`src/rtl/l1_mem_arbiter_if.sv`:
```
// Bundles the icache, dcache and pmem sides of the L1 memory arbiter.
// The slave modport is the arbiter's view; master is the environment's view.
`timescale 1ns/1ps
interface l1_mem_arbiter_if #(
  parameter int unsigned ADDR_W = 32,
  parameter int unsigned LINE_W = 256
);
  logic              i_read;
  logic [ADDR_W-1:0] i_addr;
  logic [LINE_W-1:0] i_rdata;
  logic              i_resp;

  logic              d_read;
  logic              d_write;
  logic [ADDR_W-1:0] d_addr;
  logic [LINE_W-1:0] d_wdata;
  logic [LINE_W-1:0] d_rdata;
  logic              d_resp;

  logic              mem_read;
  logic              mem_write;
  logic [ADDR_W-1:0] mem_addr;
  logic [LINE_W-1:0] mem_wdata;
  logic [LINE_W-1:0] mem_rdata;
  logic              mem_resp;

  modport slave (
    input  i_read, i_addr,
    output i_rdata, i_resp,
    input  d_read, d_write, d_addr, d_wdata,
    output d_rdata, d_resp,
    output mem_read, mem_write, mem_addr, mem_wdata,
    input  mem_rdata, mem_resp
  );

  modport master (
    output i_read, i_addr,
    input  i_rdata, i_resp,
    output d_read, d_write, d_addr, d_wdata,
    input  d_rdata, d_resp,
    input  mem_read, mem_write, mem_addr, mem_wdata,
    output mem_rdata, mem_resp
  );
endinterface

```
`src/rtl/l1_mem_arbiter.sv`:
```
// Shares one pmem port between the L1 icache (read-only) and dcache (read/write).
// Define ARB_ROUND_ROBIN_EN for round-robin tie-breaking; default is dcache priority.
`timescale 1ns/1ps
module l1_mem_arbiter #(
  parameter int unsigned ADDR_W = 32,
  parameter int unsigned LINE_W = 256
) (
  input  logic                   clk,
  input  logic                   rst,
  l1_mem_arbiter_if.slave        bus
);

  typedef enum logic [1:0] {
    IDLE    = 2'd0,
    SERVE_I = 2'd1,
    SERVE_D = 2'd2,
    RECOVER = 2'd3
  } state_t;

  typedef struct packed {
    logic              rd;
    logic              wr;
    logic [ADDR_W-1:0] addr;
    logic [LINE_W-1:0] wdata;
  } cmd_t;

  state_t r_state;
  cmd_t   r_cmd;

  logic w_d_req;
  logic w_any_req;
  logic w_grant_d;
  logic w_live_i;
  logic w_live_d;

  assign w_d_req   = bus.d_read | bus.d_write;
  assign w_any_req = w_d_req | bus.i_read;

`ifdef ARB_ROUND_ROBIN_EN
  // 0 = icache served last, 1 = dcache served last
  logic r_last_d;
  assign w_grant_d = w_d_req & (~bus.i_read | ~r_last_d);
`else
  assign w_grant_d = w_d_req;
`endif

  // Grant in IDLE latches the winner's command; the pmem response closes it.
  always_ff @(posedge clk) begin
    if (rst) begin
      r_state <= IDLE;
      r_cmd   <= '0;
`ifdef ARB_ROUND_ROBIN_EN
      r_last_d <= 1'b0;
`endif
    end else begin
      case (r_state)
        IDLE: begin
          if (w_any_req) begin
            if (w_grant_d) begin
              r_state     <= SERVE_D;
              r_cmd.wr    <= bus.d_write;
              r_cmd.rd    <= ~bus.d_write;
              r_cmd.addr  <= bus.d_addr;
              r_cmd.wdata <= bus.d_write ? bus.d_wdata : '0;
            end else begin
              r_state     <= SERVE_I;
              r_cmd.wr    <= 1'b0;
              r_cmd.rd    <= 1'b1;
              r_cmd.addr  <= bus.i_addr;
              r_cmd.wdata <= '0;
            end
          end
        end
        SERVE_I, SERVE_D: begin
          if (bus.mem_resp) begin
            r_state <= RECOVER;
            r_cmd   <= '0;
`ifdef ARB_ROUND_ROBIN_EN
            r_last_d <= (r_state == SERVE_D);
`endif
          end
        end
        RECOVER: r_state <= IDLE;
        default: r_state <= IDLE;
      endcase
    end
  end

  // A reset cycle suppresses any response even if pmem answers in it.
  assign w_live_i = (r_state == SERVE_I) & ~rst;
  assign w_live_d = (r_state == SERVE_D) & ~rst;

  assign bus.i_resp  = w_live_i & bus.mem_resp;
  assign bus.d_resp  = w_live_d & bus.mem_resp;
  assign bus.i_rdata = bus.i_resp ? bus.mem_rdata : '0;
  assign bus.d_rdata = bus.d_resp ? bus.mem_rdata : '0;

  assign bus.mem_read  = r_cmd.rd;
  assign bus.mem_write = r_cmd.wr;
  assign bus.mem_addr  = r_cmd.addr;
  assign bus.mem_wdata = r_cmd.wdata;

endmodule

```
`src/flat_wrapper.sv`:
```
// flat-port wrapper written by rule: the top's interface ports become plain ports
module l1_mem_arbiter_flat 
#(
  parameter int unsigned ADDR_W = 32,
  parameter int unsigned LINE_W = 256
)
  (clk, rst, bus_i_read, bus_i_addr, bus_i_rdata, bus_i_resp, bus_d_read, bus_d_write, bus_d_addr, bus_d_wdata, bus_d_rdata, bus_d_resp, bus_mem_read, bus_mem_write, bus_mem_addr, bus_mem_wdata, bus_mem_rdata, bus_mem_resp);
  l1_mem_arbiter_if #(.ADDR_W(ADDR_W), .LINE_W(LINE_W)) bus_i ();
  input  logic clk;
  input  logic rst;
  input wire logic [$bits(bus_i.i_read)-1:0] bus_i_read;
  input wire logic [$bits(bus_i.i_addr)-1:0] bus_i_addr;
  output wire logic [$bits(bus_i.i_rdata)-1:0] bus_i_rdata;
  output wire logic [$bits(bus_i.i_resp)-1:0] bus_i_resp;
  input wire logic [$bits(bus_i.d_read)-1:0] bus_d_read;
  input wire logic [$bits(bus_i.d_write)-1:0] bus_d_write;
  input wire logic [$bits(bus_i.d_addr)-1:0] bus_d_addr;
  input wire logic [$bits(bus_i.d_wdata)-1:0] bus_d_wdata;
  output wire logic [$bits(bus_i.d_rdata)-1:0] bus_d_rdata;
  output wire logic [$bits(bus_i.d_resp)-1:0] bus_d_resp;
  output wire logic [$bits(bus_i.mem_read)-1:0] bus_mem_read;
  output wire logic [$bits(bus_i.mem_write)-1:0] bus_mem_write;
  output wire logic [$bits(bus_i.mem_addr)-1:0] bus_mem_addr;
  output wire logic [$bits(bus_i.mem_wdata)-1:0] bus_mem_wdata;
  input wire logic [$bits(bus_i.mem_rdata)-1:0] bus_mem_rdata;
  input wire logic [$bits(bus_i.mem_resp)-1:0] bus_mem_resp;
  assign bus_i.i_read = bus_i_read;
  assign bus_i.i_addr = bus_i_addr;
  assign bus_i_rdata = bus_i.i_rdata;
  assign bus_i_resp = bus_i.i_resp;
  assign bus_i.d_read = bus_d_read;
  assign bus_i.d_write = bus_d_write;
  assign bus_i.d_addr = bus_d_addr;
  assign bus_i.d_wdata = bus_d_wdata;
  assign bus_d_rdata = bus_i.d_rdata;
  assign bus_d_resp = bus_i.d_resp;
  assign bus_mem_read = bus_i.mem_read;
  assign bus_mem_write = bus_i.mem_write;
  assign bus_mem_addr = bus_i.mem_addr;
  assign bus_mem_wdata = bus_i.mem_wdata;
  assign bus_i.mem_rdata = bus_mem_rdata;
  assign bus_i.mem_resp = bus_mem_resp;
  l1_mem_arbiter #(.ADDR_W(ADDR_W), .LINE_W(LINE_W)) u_core (.clk(clk), .rst(rst), .bus(bus_i));
endmodule
```
`config.mk`:
```
export PLATFORM = sky130hd
export DESIGN_NAME = l1_mem_arbiter_flat
export DESIGN_NICKNAME = d
export VERILOG_FILES = /design/src/rtl/l1_mem_arbiter_if.sv /design/src/rtl/l1_mem_arbiter.sv /design/src/flat_wrapper.sv
export SDC_FILE = /design/constraint.sdc
export NUM_CORES = 1
export LEC_CHECK = 0
export ABC_AREA = 1
export BUFFER_PORTS_ARGS = -buffer_cell sky130_fd_sc_hd__buf_4
export CAP_MARGIN = 10
export CELL_PAD_IN_SITES_DETAIL_PLACEMENT = 1
export CELL_PAD_IN_SITES_GLOBAL_PLACEMENT = 1
export CORE_AREA = 2 2 535 537
export DETAILED_ROUTE_END_ITERATION = 8
export DIE_AREA = 0 0 537 539
export PLACE_DENSITY = 0.39
export SLEW_MARGIN = 20
export SYNTH_ARGS = -nofsm -noshare
export SYNTH_HDL_FRONTEND = slang
export SYNTH_SLANG_ARGS = --single-unit
```
`constraint.sdc`:
```
create_clock -name clk -period 1.9 [get_ports clk]
set_input_delay 0.38 -clock clk [delete_from_list [all_inputs] [get_ports clk]]
set_output_delay 0.38 -clock clk [all_outputs]
set_load 0.02 [all_outputs]
```
==> results.tsv <==
stage	metric	value	unit
timing	period_share	129	%
route	first_pass_iters	5	
place	place.gp.congestion	0.883	
min_path	timing.hold.worst.start	bus_d_wdata[145]	
timing	timing.setup.tns	-274890	ps
route	number_of_nets_still_failing_antenna_checks_after_routing	0	
route	avgRoutedWirePerCell	21.1	um
cells_and_area	final.fill_count	34500	
cts	number_of_clock_buffers_inserted_by_tritoncts	44	
route	drt-total-wl	180	mm
worst_setup_path	worst_r2r_startpoint	u_core.r_state[1]	
pwr	vdd_drop_max	0.000692	V
min_path	hold_class	in2reg	
worst_setup_path	reg2reg_to	u_core.bus.mem_wdata[166]	
yosys	ys_warn_count	0	
cells_and_area	design_area	37400	um2
global_routing	wire_length_of_the_first_global_routing_pass	232	mm
place	detailed_place_hpwl	156	mm
floorplan	num_io_pins	1386	
timing	rsz0062_at_grt	true	
yosys	synth_fp_nets	3748	
cells_and_area	area_growth	115	%
global_routing	grt-ovfl-total	0	
floorplan	floorplan.die.height	539	um
cts	cts.sinks	292	
timing	period_needed	2450	ps
floorplan	core-area	284000	um2
worst_setup_path	most_frequent_cp_cell	buf_6	
timing	report.final.hold_viol_count	0	
min_path	worstHoldPathCells	3	
route	detailedRoute.firstIterationViolations	865	
cts	clock-root-buffer	clkbuf_16	
cts	clk_transition_reported_paths	60	ps
timing	report.final.setup_viol	796	
timing	setup_slack	-550	ps
timing	fmaxAchievable	408	MHz
global_routing	track_usage	11.8	%
worst_setup_path	timing.reg2reg.setup_slack	-250	ps
cts	clkLatencyLatePin	630	ps
yosys	synth_compound_area_share	8.15	%
route	vias_per_cell	2.92	
yosys	distinct_cell_type_count_of_the_synthesized_netlist	21	
worst_setup_path	crit_path_required_time	1520	ps
yosys	synth_adder_area_share	0.288	%
global_routing	grt_antenna_before_repair	78	
timing	max-slew-margin-rel	68.3	%
timing	report.final.slew_viol_count	0	
yosys	syn-mean-instance-area	5.50	um2
worst_setup_path	cp_max_fo	13	
worst_setup_path	timing.critical_path.from_type	flip-flop	
floorplan	die_area	289000	um2
worst_setup_path	critPathMaxStageDelay	330	ps
yosys	synth_xor_xnor_area_share	0	%
job	max_cap_viol_count	0	
cells_and_area	finalNetCount	5293	
timing	slew_at_the_pin_closest_to_its_max_slew_limit	475	ps
yosys	post_synth_and_or_nand_nor_area_fraction	35.8	%
cells_and_area	layout.cells.most_common	buf_4	
yosys	combinational_family_with_the_most_area_after_synthesis	simple AND/OR/NAND/NOR gates	
place	detailed_place.area	33400	um2
worst_setup_path	timing.critical_path.to_type	primary output	
pwr	power-per-cell-area	1330	nW/um2
yosys	synth_mux_area_share	0	%
yosys	postSynthCellCount	3162	
cells_and_area	regArea	5850	um2
cells_and_area	post_route_cells_drive_above_1_share	37.6	%
floorplan	die_w	537	um
yosys	synth.yosys.seq_area_share	33.6	%
pwr	p_leak	19.7	nW
yosys	postSynthRegisterBits	292	
route	remaining_drc_errors	0	
cells_and_area	multiInputGateArea	8230	um2
run_status	status	complete, but fails checks	
run_status	violations	negative setup slack	
cts	htree_num_levels	2	
worst_setup_path	worst_ep_arrival_time	2070	ps
cells_and_area	layout.cells.most_common_list	buf_4, nor2_1, inv_1	
global_routing	grt_start_max_net_pins	72	
route	vias_after_detailed_routing	24900	
floorplan	placement_rows	196	
worst_setup_path	timing_worst_setup_path_type	reg2out	
cts	tritoncts_clock_tree	built	
global_routing	first_global_vias	25900	
floorplan	start_util	6.12	%
worst_setup_path	timing.reg2reg.worst_path_depth	11	
min_path	holdPathEnd	u_core.bus.mem_wdata[145]	
worst_setup_path	cell_at_the_slowest_stage_of_the_critical_path	dfxtp_2	
place	place.port_buffers	1385	
yosys	synthesis.area	17400	um2
timing	skew	33.8	ps
worst_setup_path	cp_cell_sequence	inv_2 > ha_4 > nand3_4 > buf_12 > buf_6 > buf_4 > nor2_4 > buf_6	
cts	cts_buffer_depth	3	
## critical path, delay by kind of cell (launching register included)
| family | cells | cell delay, ps |
|---|---|---|
| fa+ha+maj | 1 | 130 |
| flops | 1 | 330 |
| simple gates | 2 | 240 |
| buf+inv | 5 | 720 |
## Yosys cell counts (all sizes together)
master | count | area, um2
inv | 730 | 2740
nand2 | 617 | 2320
o21ai | 165 | 826
nand3 | 13 | 70.1
clkinv | 1 | 3.75
ha | 4 | 50.1
nor2 | 1018 | 3840
a21oi | 118 | 591
clkbuf | 108 | 405
buf | 96 | 693
dfxtp | 292 | 5850
## through the flow
stage	utilization [%]	cells	setup WS [ps]	hold slack, ps	total power [mW]
after global routing	13.2	8509	-678	29.7	54.6
after floorplan	-	3162	111	518	27.0
after global placement	11.8	8298	-316	498	40.4
final	13.2	8517	-550	65.7	49.8
after CTS	13.0	8496	-651	1.80	51.3
after detailed placement	11.8	8298	-316	508	40.9
## report_power, final
part	total [mW]	internal [mW]	switching, mW
registers	9.38	8.28	1.10
clock network	9.03	5.44	3.58
logic	31.4	11.8	19.6
total	49.8	25.5	24.3
## state kept, by name, summed over array words and instances, names as in the netlist
name / cells
u_core.bus.mem_addr: 32
u_core.bus.mem_read: 1
u_core.bus.mem_write: 1
u_core.r_state: 2
u_core.bus.mem_wdata: 256
## logic make-up (layout without fill, tap and decap cells)
kind of cell / after synthesis / count (layout)
buf+inv: 935 / 2511
simple gates: 1648 / 1648
fa+ha+maj: 4 / 4
compound gates: 283 / 283
flops: 292 / 292
other cells: 0 / 17
## worst max path at each step
stage                            from          endpoint  slack (ps)  depth (start not counted)
global route        u_core.r_state[1]  bus_i_rdata[199]        -680                          8
global placement    u_core.r_state[1]  bus_i_rdata[225]        -320                          7
floorplan           u_core.r_state[0]  bus_d_rdata[100]         110                          6
CTS                 u_core.r_state[0]   bus_d_rdata[30]        -650                          9
finish              u_core.r_state[1]   bus_i_rdata[19]        -550                          8
detailed placement  u_core.r_state[1]  bus_i_rdata[225]        -320                          7
## cell type report
class	instances	share of cell area, %
Timing Repair Buffer	1703	38.2
Multi-Input combinational cell	1935	22.0
Sequential cell	292	15.6
Tap cell	3762	12.6
Inverter	731	7.37
Clock buffer	61	3.36
Clock inverter	16	0.719
Antenna cell	17	0.114
## layer usage
layer | wire length, um | share of wire [%] | global-route usage (%)
met1 | 64600 | 36 | 11.8
met2 | 95600 | 53 | 22.6
met3 | 14500 | 8.0 | 4.01
met4 | 5250 | 2.9 | 3.33
met5 | 200 | 0.11 | 0
## timing repair
item                                   CTS  global route
buffers inserted                         6             4
hold buffers                           108             0
pin swaps                                5             2
resized for setup                      174           121
cloned                                   8             3
endpoints found under the hold margin  108             0
setup endpoints to repair              740           805
Note: power is estimated with default switching activity, not from simulation.
